### src/rtl/mn_symbol_packer_if.sv
// mn_symbol_packer_if: symbol-input / packed-word-output bundle for mn_symbol_packer.
// Latency: none (wires only). Backpressure: out_ready from the consumer; the symbol side has none.
// Ports: in_valid/m/n/flush (producer->packer), out_valid/out_data/out_ready (FWFT read side),
//        level/overflow/ones_cnt status; out_parity only when MN_PACKER_PARITY_EN is defined.
interface mn_symbol_packer_if #(
  parameter int SYMS  = 4,
  parameter int DEPTH = 4,
  parameter int CNT_W = 8
);
  localparam int W  = 2 * SYMS;
  localparam int LW = $clog2(DEPTH) + 1;

  logic             in_valid;
  logic             m;
  logic             n;
  logic             flush;
  logic             out_valid;
  logic             out_ready;
  logic [W-1:0]     out_data;
  logic [LW-1:0]    level;
  logic             overflow;
  logic [CNT_W-1:0] ones_cnt;
`ifdef MN_PACKER_PARITY_EN
  logic             out_parity;
`endif

  // master: the side that produces symbols and consumes words
  modport master (
`ifdef MN_PACKER_PARITY_EN
    input  out_parity,
`endif
    output in_valid, m, n, flush, out_ready,
    input  out_valid, out_data, level, overflow, ones_cnt
  );

  // slave: the packer itself
  modport slave (
`ifdef MN_PACKER_PARITY_EN
    output out_parity,
`endif
    input  in_valid, m, n, flush, out_ready,
    output out_valid, out_data, level, overflow, ones_cnt
  );
endinterface

### src/rtl/mn_symbol_packer.sv
// mn_symbol_packer: packs SYMS {m,n} symbols (first symbol in the LSBs) into a word held in a DEPTH-entry FWFT FIFO.
// Latency: word visible on out_valid/out_data right after the edge that accepts its last symbol.
// Backpressure: none upstream; words completing into a full FIFO (without a same-cycle pop) are dropped and overflow sticks.
// Ports: clk, rst_b (async active-low), bus (mn_symbol_packer_if.slave).
// Optional macro MN_PACKER_PARITY_EN adds out_parity, stored per entry alongside the word.
module mn_symbol_packer #(
  parameter int SYMS  = 4,
  parameter int DEPTH = 4,
  parameter int CNT_W = 8
) (
  input  logic                clk,
  input  logic                rst_b,
  mn_symbol_packer_if.slave   bus
);
  localparam int W  = 2 * SYMS;
  localparam int AW = $clog2(DEPTH);
  localparam int LW = AW + 1;
  localparam int CW = $clog2(SYMS);

  localparam logic [CNT_W-1:0] CNT_MAX   = '1;
  localparam logic [LW-1:0]    LVL_FULL  = LW'(DEPTH);
  localparam logic [CW-1:0]    CNT_LAST  = CW'(SYMS - 1);

  typedef enum logic {ST_EMPTY, ST_PARTIAL} state_t;

  state_t           r_state, w_state_nxt;
  logic [CW-1:0]    r_sym_cnt, w_sym_cnt_nxt;
  logic [W-1:0]     r_shift, w_shift_nxt;
  logic             w_push_req;
  logic [W-1:0]     w_push_word;

  logic [W-1:0]     r_mem [DEPTH];
  logic [AW-1:0]    r_wptr, r_rptr;
  logic [LW-1:0]    r_level;
  logic             r_overflow;
  logic [CNT_W-1:0] r_ones_cnt;

  logic             w_accept;
  logic [1:0]       w_sym;
  logic [W-1:0]     w_sym_placed;
  logic             w_out_valid;
  logic             w_pop;
  logic             w_push_ok;

  assign w_accept     = bus.in_valid & ~bus.flush;
  assign w_sym        = {bus.m, bus.n};
  // Symbol k lands at bits [2k+1:2k]; in EMPTY r_sym_cnt is 0, so this also covers the first symbol.
  assign w_sym_placed = {{(W-2){1'b0}}, w_sym} << {r_sym_cnt, 1'b0};

  assign w_out_valid  = (r_level != '0);
  assign w_pop        = w_out_valid & bus.out_ready;
  // A pop in the same cycle frees the head slot, so a full FIFO can still take the push.
  assign w_push_ok    = w_push_req & ((r_level < LVL_FULL) | w_pop);

  // Assembler FSM: state register
  always_ff @(posedge clk or negedge rst_b) begin
    if (!rst_b) begin
      r_state   <= ST_EMPTY;
      r_sym_cnt <= '0;
      r_shift   <= '0;
    end else begin
      r_state   <= w_state_nxt;
      r_sym_cnt <= w_sym_cnt_nxt;
      r_shift   <= w_shift_nxt;
    end
  end

  // Assembler FSM: next state and push request
  always_comb begin
    w_state_nxt   = r_state;
    w_sym_cnt_nxt = r_sym_cnt;
    w_shift_nxt   = r_shift;
    w_push_req    = 1'b0;
    w_push_word   = '0;
    if (bus.flush) begin
      w_state_nxt   = ST_EMPTY;
      w_sym_cnt_nxt = '0;
      w_shift_nxt   = '0;
    end else if (w_accept) begin
      case (r_state)
        ST_EMPTY: begin
          w_shift_nxt   = w_sym_placed;
          w_sym_cnt_nxt = CW'(1);
          w_state_nxt   = ST_PARTIAL;
        end
        ST_PARTIAL: begin
          if (r_sym_cnt == CNT_LAST) begin
            // Word complete: request the push whether or not the FIFO can take it.
            w_push_req    = 1'b1;
            w_push_word   = r_shift | w_sym_placed;
            w_shift_nxt   = '0;
            w_sym_cnt_nxt = '0;
            w_state_nxt   = ST_EMPTY;
          end else begin
            w_shift_nxt   = r_shift | w_sym_placed;
            w_sym_cnt_nxt = r_sym_cnt + CW'(1);
          end
        end
        default: begin
          w_state_nxt   = ST_EMPTY;
          w_sym_cnt_nxt = '0;
          w_shift_nxt   = '0;
        end
      endcase
    end
  end

  // FWFT FIFO storage and pointers
  always_ff @(posedge clk or negedge rst_b) begin
    if (!rst_b) begin
      for (int i = 0; i < DEPTH; i++) r_mem[i] <= '0;
      r_wptr  <= '0;
      r_rptr  <= '0;
      r_level <= '0;
    end else begin
      if (w_push_ok) begin
        r_mem[r_wptr] <= w_push_word;
        r_wptr        <= r_wptr + AW'(1);
      end
      if (w_pop) r_rptr <= r_rptr + AW'(1);
      case ({w_push_ok, w_pop})
        2'b10:   r_level <= r_level + LW'(1);
        2'b01:   r_level <= r_level - LW'(1);
        default: r_level <= r_level;
      endcase
    end
  end

  // Sticky overflow (flush clears) and saturating "11" counter (reset only)
  always_ff @(posedge clk or negedge rst_b) begin
    if (!rst_b) begin
      r_overflow <= 1'b0;
      r_ones_cnt <= '0;
    end else begin
      if (bus.flush)                    r_overflow <= 1'b0;
      else if (w_push_req & ~w_push_ok) r_overflow <= 1'b1;
      if (w_accept && (w_sym == 2'b11) && (r_ones_cnt != CNT_MAX))
        r_ones_cnt <= r_ones_cnt + CNT_W'(1);
    end
  end

`ifdef MN_PACKER_PARITY_EN
  logic r_par [DEPTH];

  always_ff @(posedge clk or negedge rst_b) begin
    if (!rst_b) begin
      for (int i = 0; i < DEPTH; i++) r_par[i] <= 1'b0;
    end else if (w_push_ok) begin
      r_par[r_wptr] <= ^w_push_word;
    end
  end

  assign bus.out_parity = w_out_valid ? r_par[r_rptr] : 1'b0;
`endif

  assign bus.out_valid = w_out_valid;
  assign bus.out_data  = w_out_valid ? r_mem[r_rptr] : '0;
  assign bus.level     = r_level;
  assign bus.overflow  = r_overflow;
  assign bus.ones_cnt  = r_ones_cnt;
endmodule

### src/flat_wrapper.sv
// flat-port wrapper written by rule: the top's interface ports become plain ports
module mn_symbol_packer_flat 
#(
  parameter int SYMS  = 4,
  parameter int DEPTH = 4,
  parameter int CNT_W = 8
)
  (clk, rst_b, bus_in_valid, bus_m, bus_n, bus_flush, bus_out_ready, bus_out_valid, bus_out_data, bus_level, bus_overflow, bus_ones_cnt);
  mn_symbol_packer_if #(.SYMS(SYMS), .DEPTH(DEPTH), .CNT_W(CNT_W)) bus_i ();
  input  logic clk;
  input  logic rst_b;
  input wire logic [$bits(bus_i.in_valid)-1:0] bus_in_valid;
  input wire logic [$bits(bus_i.m)-1:0] bus_m;
  input wire logic [$bits(bus_i.n)-1:0] bus_n;
  input wire logic [$bits(bus_i.flush)-1:0] bus_flush;
  input wire logic [$bits(bus_i.out_ready)-1:0] bus_out_ready;
  output wire logic [$bits(bus_i.out_valid)-1:0] bus_out_valid;
  output wire logic [$bits(bus_i.out_data)-1:0] bus_out_data;
  output wire logic [$bits(bus_i.level)-1:0] bus_level;
  output wire logic [$bits(bus_i.overflow)-1:0] bus_overflow;
  output wire logic [$bits(bus_i.ones_cnt)-1:0] bus_ones_cnt;
  assign bus_i.in_valid = bus_in_valid;
  assign bus_i.m = bus_m;
  assign bus_i.n = bus_n;
  assign bus_i.flush = bus_flush;
  assign bus_i.out_ready = bus_out_ready;
  assign bus_out_valid = bus_i.out_valid;
  assign bus_out_data = bus_i.out_data;
  assign bus_level = bus_i.level;
  assign bus_overflow = bus_i.overflow;
  assign bus_ones_cnt = bus_i.ones_cnt;
  mn_symbol_packer #(.SYMS(SYMS), .DEPTH(DEPTH), .CNT_W(CNT_W)) u_core (.clk(clk), .rst_b(rst_b), .bus(bus_i));
endmodule
### config.mk
export PLATFORM = sky130hd
export DESIGN_NAME = mn_symbol_packer_flat
export DESIGN_NICKNAME = d
export VERILOG_FILES = /design/src/rtl/mn_symbol_packer_if.sv /design/src/rtl/mn_symbol_packer.sv /design/src/flat_wrapper.sv
export SDC_FILE = /design/constraint.sdc
export NUM_CORES = 1
export LEC_CHECK = 0
export ABC_AREA = 1
export ABC_CLOCK_PERIOD_IN_PS = 3400
export BUFFER_PORTS_ARGS = -buffer_cell sky130_fd_sc_hd__buf_2
export CAP_MARGIN = 0
export CORE_ASPECT_RATIO = 0.8
export CORE_MARGIN = 5
export CORE_UTILIZATION = 63
export CTS_CLUSTER_SIZE = 20
export DETAILED_ROUTE_END_ITERATION = 6
export HOLD_SLACK_MARGIN = 0.05
export PLACE_DENSITY = 0.85
export REMOVE_ABC_BUFFERS = 1
export SLEW_MARGIN = 20
export SYNTH_ARGS = -nofsm -noshare
export SYNTH_HDL_FRONTEND = slang
export SYNTH_SLANG_ARGS = --single-unit
### constraint.sdc
create_clock -name clk -period 3.4 [get_ports clk]
set_clock_uncertainty 0.05 [all_clocks]
set_input_delay 1.02 -clock clk [delete_from_list [all_inputs] [get_ports clk]]
set_output_delay 1.02 -clock clk [all_outputs]
set_load 0.05 [all_outputs]
Word-level counts from Yosys, hierarchy flattened. Index checks and enable logic that the tools add are counted.

Order comparisons: 4. Shift-type cells: 1. Muxes and demuxes: 30. Add/subtract/negate cells: 6. Equality and inequality tests: 5. Reduce and logical (&&, ||, !) cells: 7. Bitwise gates (word level): 11.

Operators with widths (count): 2-to-1 mux 8 bit (11); bitwise mux 32 bit (1); binary-select mux 8 bit (select 2 bit) (1); demux 8 bit (select 2 bit) (1); case mux 8 bit (2 select lines) (1); 2-to-1 mux 1 bit (9); adder 8 x 1 -> 8 bit, second input constant (1); inequality test 8 bit, second input constant (1); bitwise OR 8 bit (1); << shifter 2 x 3 -> 8 bit (1); adder 2 x 1 -> 2 bit, second input constant (3); == test 2 bit, second input constant (3); greater-or-equal comparator 3 bit, second input constant (2); 2-to-1 mux 2 bit (3); NOT 2 -> 3 bit (2); case mux 3 bit (2 select lines) (1); nonzero test 2 bit (3); bitwise AND 1 bit (4); case mux 2 bit (2 select lines) (1); adder 3 x 1 -> 3 bit, second input constant (1); logical AND 1 bit (3); less-than comparator 3 x 1 -> 1 bit, second input constant (1); less-than comparator 3 bit, second input constant (1); NOT 1 bit (3); other kinds (5) (5).

Flip-flop bits (word level): 59. Input bits: 7. Output and inout port bits: 21. Logic and storage cells: 76.

Depth between registers and ports, before layout.
Depth in word-level cells: 10. Gate-level depth with buffers: 10.

Worst setup path after synthesis. No wires, ideal clock.

Path kind: register to output. Start: reg u_core.r_level[1], in the netlist u_core.bus.level[1]. End: out bus_out_data[0]. Path buffers: 0. Path slack: 191 ps. Arrival time: 2139 ps. Required time: 2330 ps. Cell stages (with the launch flop): 5. Path through: dfrtp_1 > nor2_1 > nand2_1 > inv_1 > a21oi_1.

Longest elaborated chain between the ends: 2.

Ends and longest elaborated chain: from (decl) (RTL line mn_symbol_packer.sv:34) `logic [LW-1:0] r_level;`; from (signal assigned) (RTL line mn_symbol_packer.sv:122) `2'b10: r_level <= r_level + LW'(1);`; from (signal assigned) (RTL line mn_symbol_packer.sv:123) `2'b01: r_level <= r_level - LW'(1);`; from (signal assigned) (RTL line mn_symbol_packer.sv:124) `default: r_level <= r_level;`; nonzero test 3 bit (RTL line mn_symbol_packer.sv:50) `assign w_out_valid = (r_level != '0);`; named net bus_out_valid (RTL line flat_wrapper.sv:17) `output wire logic [$bits(bus_i.out_valid)-1:0] bus_out_valid;`; 2-to-1 mux 8 bit (RTL line mn_symbol_packer.sv:157) `assign bus.out_data = w_out_valid ? r_mem[r_rptr] : '0;`; to (decl) (RTL line flat_wrapper.sv:18) `output wire logic [$bits(bus_i.out_data)-1:0] bus_out_data;`.

The timed path passes the listed nets, and every way through them passes these cells.

Final worst setup path.
Start: reg u_core.r_rptr[1]. End: out bus_out_data[4].

Longest elaborated chain between the ends: 5.

Ends and longest elaborated chain: from (decl) (RTL line mn_symbol_packer.sv:33) `logic [AW-1:0] r_wptr, r_rptr;`; from (signal assigned) (RTL line mn_symbol_packer.sv:120) `if (w_pop) r_rptr <= r_rptr + AW'(1);`; NOT 2 -> 3 bit (implied by the code) (RTL line mn_symbol_packer.sv:157); binary-select mux 8 bit (select 2 bit) (RTL line mn_symbol_packer.sv:157); 2-to-1 mux 8 bit (implied by the code) (2 in a row) (RTL line mn_symbol_packer.sv:157); 2-to-1 mux 8 bit (RTL line mn_symbol_packer.sv:157).

Every way passes these cells. The select of a mux whose other input is x is not followed.

==> impl_results.md <==
* Sequential Power Share at 37.7%
* Cts hold-fix bufs at 0
* I/O Pins at 28
* Largest net degree at the start of global routing at 31
* CTS buffer count at 9
* Unrepaired setup endpoints after global routing: no
* Max Transition Viols Final at 0
* F_max at roughly 0.32 GHz
* Status: finished, final reports clean
* Global route total overflow at 0
* Root buffer cell: clkbuf_8
* Vias per inst at approximately 5.4
* Ys Warns at 0
* CP arrival at around 2 ns
* Initial DRC count at roughly 230
* Crit. End Element: output port
* Combinational power share at between 40% and 50%
* DRC Markers at 0
* Layout area overhead at 10.2%
* Total GRT Usage at 22.0%
* Worst skew pair latency at 0.34 ns
* DRT antenna net count at 0
* Setup violators final at 0
* Internal power at 1.25 mW
* Cell family with most CP delay: buffers and inverters
* Dpl cell area at between 3000 and 4000 um2
* Input/output buffers at 27
* Wirelength, routed at slightly above 6000 um
* Fin. Hold Viols at 0
* Leak at 1.58 nW
* N_diodes at 0
* H-Tree Depth at 3
* Layout Cells excl Fill at between 400 and 500
* Clock power share at between 20 and 25%
* TritonCTS clock tree: built
* Initial antenna violation count at 0
* Share of post-route cells with drive strength above 1 at 14.2%
* Post-DP HPWL at approximately 4300 um
* Vias at about 2500
* Die height at 71.7 um
* Final Power at 2.26 mW
* WP buf/inv at 2
* Post-synthesis area per instance at 8.32 um2
* Hold crit path type: flop to flop
* Area of the mapped netlist at roughly 3000 um2
* Nets at a little over 400
* Number of cell rows at 22
* Wire per inst at between 10 and 15 um
* Final Cycle Share at around 92%
* Hold_ws at around 0.43 ns
* Relative slew margins at 54.8%
* Kind of critical path: flop to output port
* Synth top area cells: dfrtp_1 (49%), nand2_1 (11%), o21ai_0 (6.2%)
* Count of cell types in the netlist at 30
* VDD IR max at 0.441 mV
* Critical Path Source Type: flop
* Worst endpoint required time at between 2 and 2.5 ns
* Min setup slack post-route at 0.278 ns
* Placed insts at 439
* Max incr delay on CP at ~0.57 ns
* Setup Total Neg Slack at 0 ns
* Max Cap Viol at 0
* Finished Core Util at between 70% and 80%
* Crit path max fanout at 10
* Initial Utilization at about two thirds
* Resize count post-CTS at 0
* Largest area contributor in the netlist: dfrtp_1
* Sw Ratio at 44.9%
* Register area share after synthesis at a little under 50%
* Mapped Cells at 360
* Post-CTS setup buffers at 0
* Synth top area share at about half
* Clk slew on worst S/H paths at around 0.06 ns
* Worst slew pin tran at around 0.68 ns
* Switching pwr at around 1 mW
* First-pass GRT wire length at about 11000 um
* Core Region at ~4600 um2
* Flops & latches, synth at 59
* 1st-pass router iterations at 5
* Clock Path Buffers at 2
* Pwr Density at 685 nW/um2
* Die Width at around 87 um
* Sink Count at 59
* Crit-path cells: clkinv_1 -> nor2_1 -> o21ai_0 -> a21oi_1 -> buf_2
* CP max stage cell: dfrtp_1
* Worst reg2reg setup slack at approximately 1.1 ns
* Vias in the first global route at about 2300
* Final instance area at roughly 3300 um2
* Min Tclk post-route at approximately 3.1 ns
* Die ar. at 6240 um2
* Pre-CTS setup slack at 0.597 ns
* RePlAce Congestion at 0.823
[power groups by stage]
stage	clock (mW)	sequential, mW	combinational [mW]
2_1_floorplan	0	0.947	0.588
3_3_place_gp	0	0.855	0.886
3_5_place_dp	0	0.859	0.908
4_1_cts	0.511	0.846	0.912
5_1_grt	0.547	0.859	0.993
6_report	0.502	0.850	0.907
[area by class of cell]
cell class                 instances  area [um2]
inverter                          33         124
timing repair buffer              29         163
clock buffer                      14         143
multi-input combinational        258        1320
sequential                        59        1480
tap                               60        75.1
fill                             356        1300
[placed cells by master (no fill, tap or decap), drive strengths merged]
master  instances
o21bai          1
fa              1
xor2            3
or2             3
xnor2           3
buf            29
o21ai          69
inv            32
clkinv          1
o22ai           1
nand2          94
nor2           45
ha              7
nand4           1
a21oi          11
o31ai           1
nand3          16
a31oi           2
dfrtp          59
clkbuf         14
[metal layers]
metal / track usage [%] / routed length [um] / vias to the layer above / part of all wire (%)
met1: 28.7 / 2770 / 1163 / 45
met4: 5.54 / 87 / 0 / 1.4
li1: - / - / 1226 / -
met5: 0 / 0 / - / 0
met2: 34.6 / 2870 / 60 / 46
met3: 8.39 / 447 / 12 / 7.2
[synthesized netlist by cell type, drive strengths merged]
cell type / instances
o21bai: 1
o21ai: 69
o31ai: 1
a21oi: 11
fa: 1
o22ai: 1
nand2: 94
xnor2: 3
clkinv: 1
clkbuf: 1
buf: 9
xor2: 3
dfrtp: 59
nand3: 16
nand4: 1
ha: 7
a31oi: 2
or2: 3
inv: 32
nor2: 45
[worst min-delay path, delay by kind of cell (launching register included)]
| kind | cells | cell delay (ns) |
|---|---|---|
| compound gates | 1 | 0.05 |
| simple gates | 1 | 0.07 |
| flops | 1 | 0.34 |
[state kept, by name, summed over array words and instances, names as in the netlist]
name                 count
u_core.r_rptr            2
u_core.r_state           1
u_core.r_shift           8
u_core.bus.ones_cnt      8
u_core.r_sym_cnt         2
u_core.r_wptr            2
u_core.bus.overflow      1
u_core.r_mem            32
u_core.bus.level         3
[kinds of logic after synthesis]
logic type | after synthesis | synth area share (%)
compound gates | 85 | 15.3
xor+xnor | 6 | 1.76
fa+ha+maj | 8 | 3.59
buf+inv | 43 | 6.69
flops | 59 | 49.3
simple gates | 159 | 23.4
[final timing paths]
path / startpoint / to / depth (start not counted)
max reg2reg: u_core.r_sym_cnt[0] / u_core.bus.level[2] / 10
min: u_core.r_mem[2] / u_core.r_mem[2] / 2
min in group asynchronous: rst_b / u_core.r_mem[29] / 1
max in group asynchronous: rst_b / u_core.bus.ones_cnt[0] / 2
max: u_core.r_rptr[1] / bus_out_data[4] / 5
min reg2reg: u_core.r_mem[2] / u_core.r_mem[2] / 2
Power figures use the tool's default switching activity.
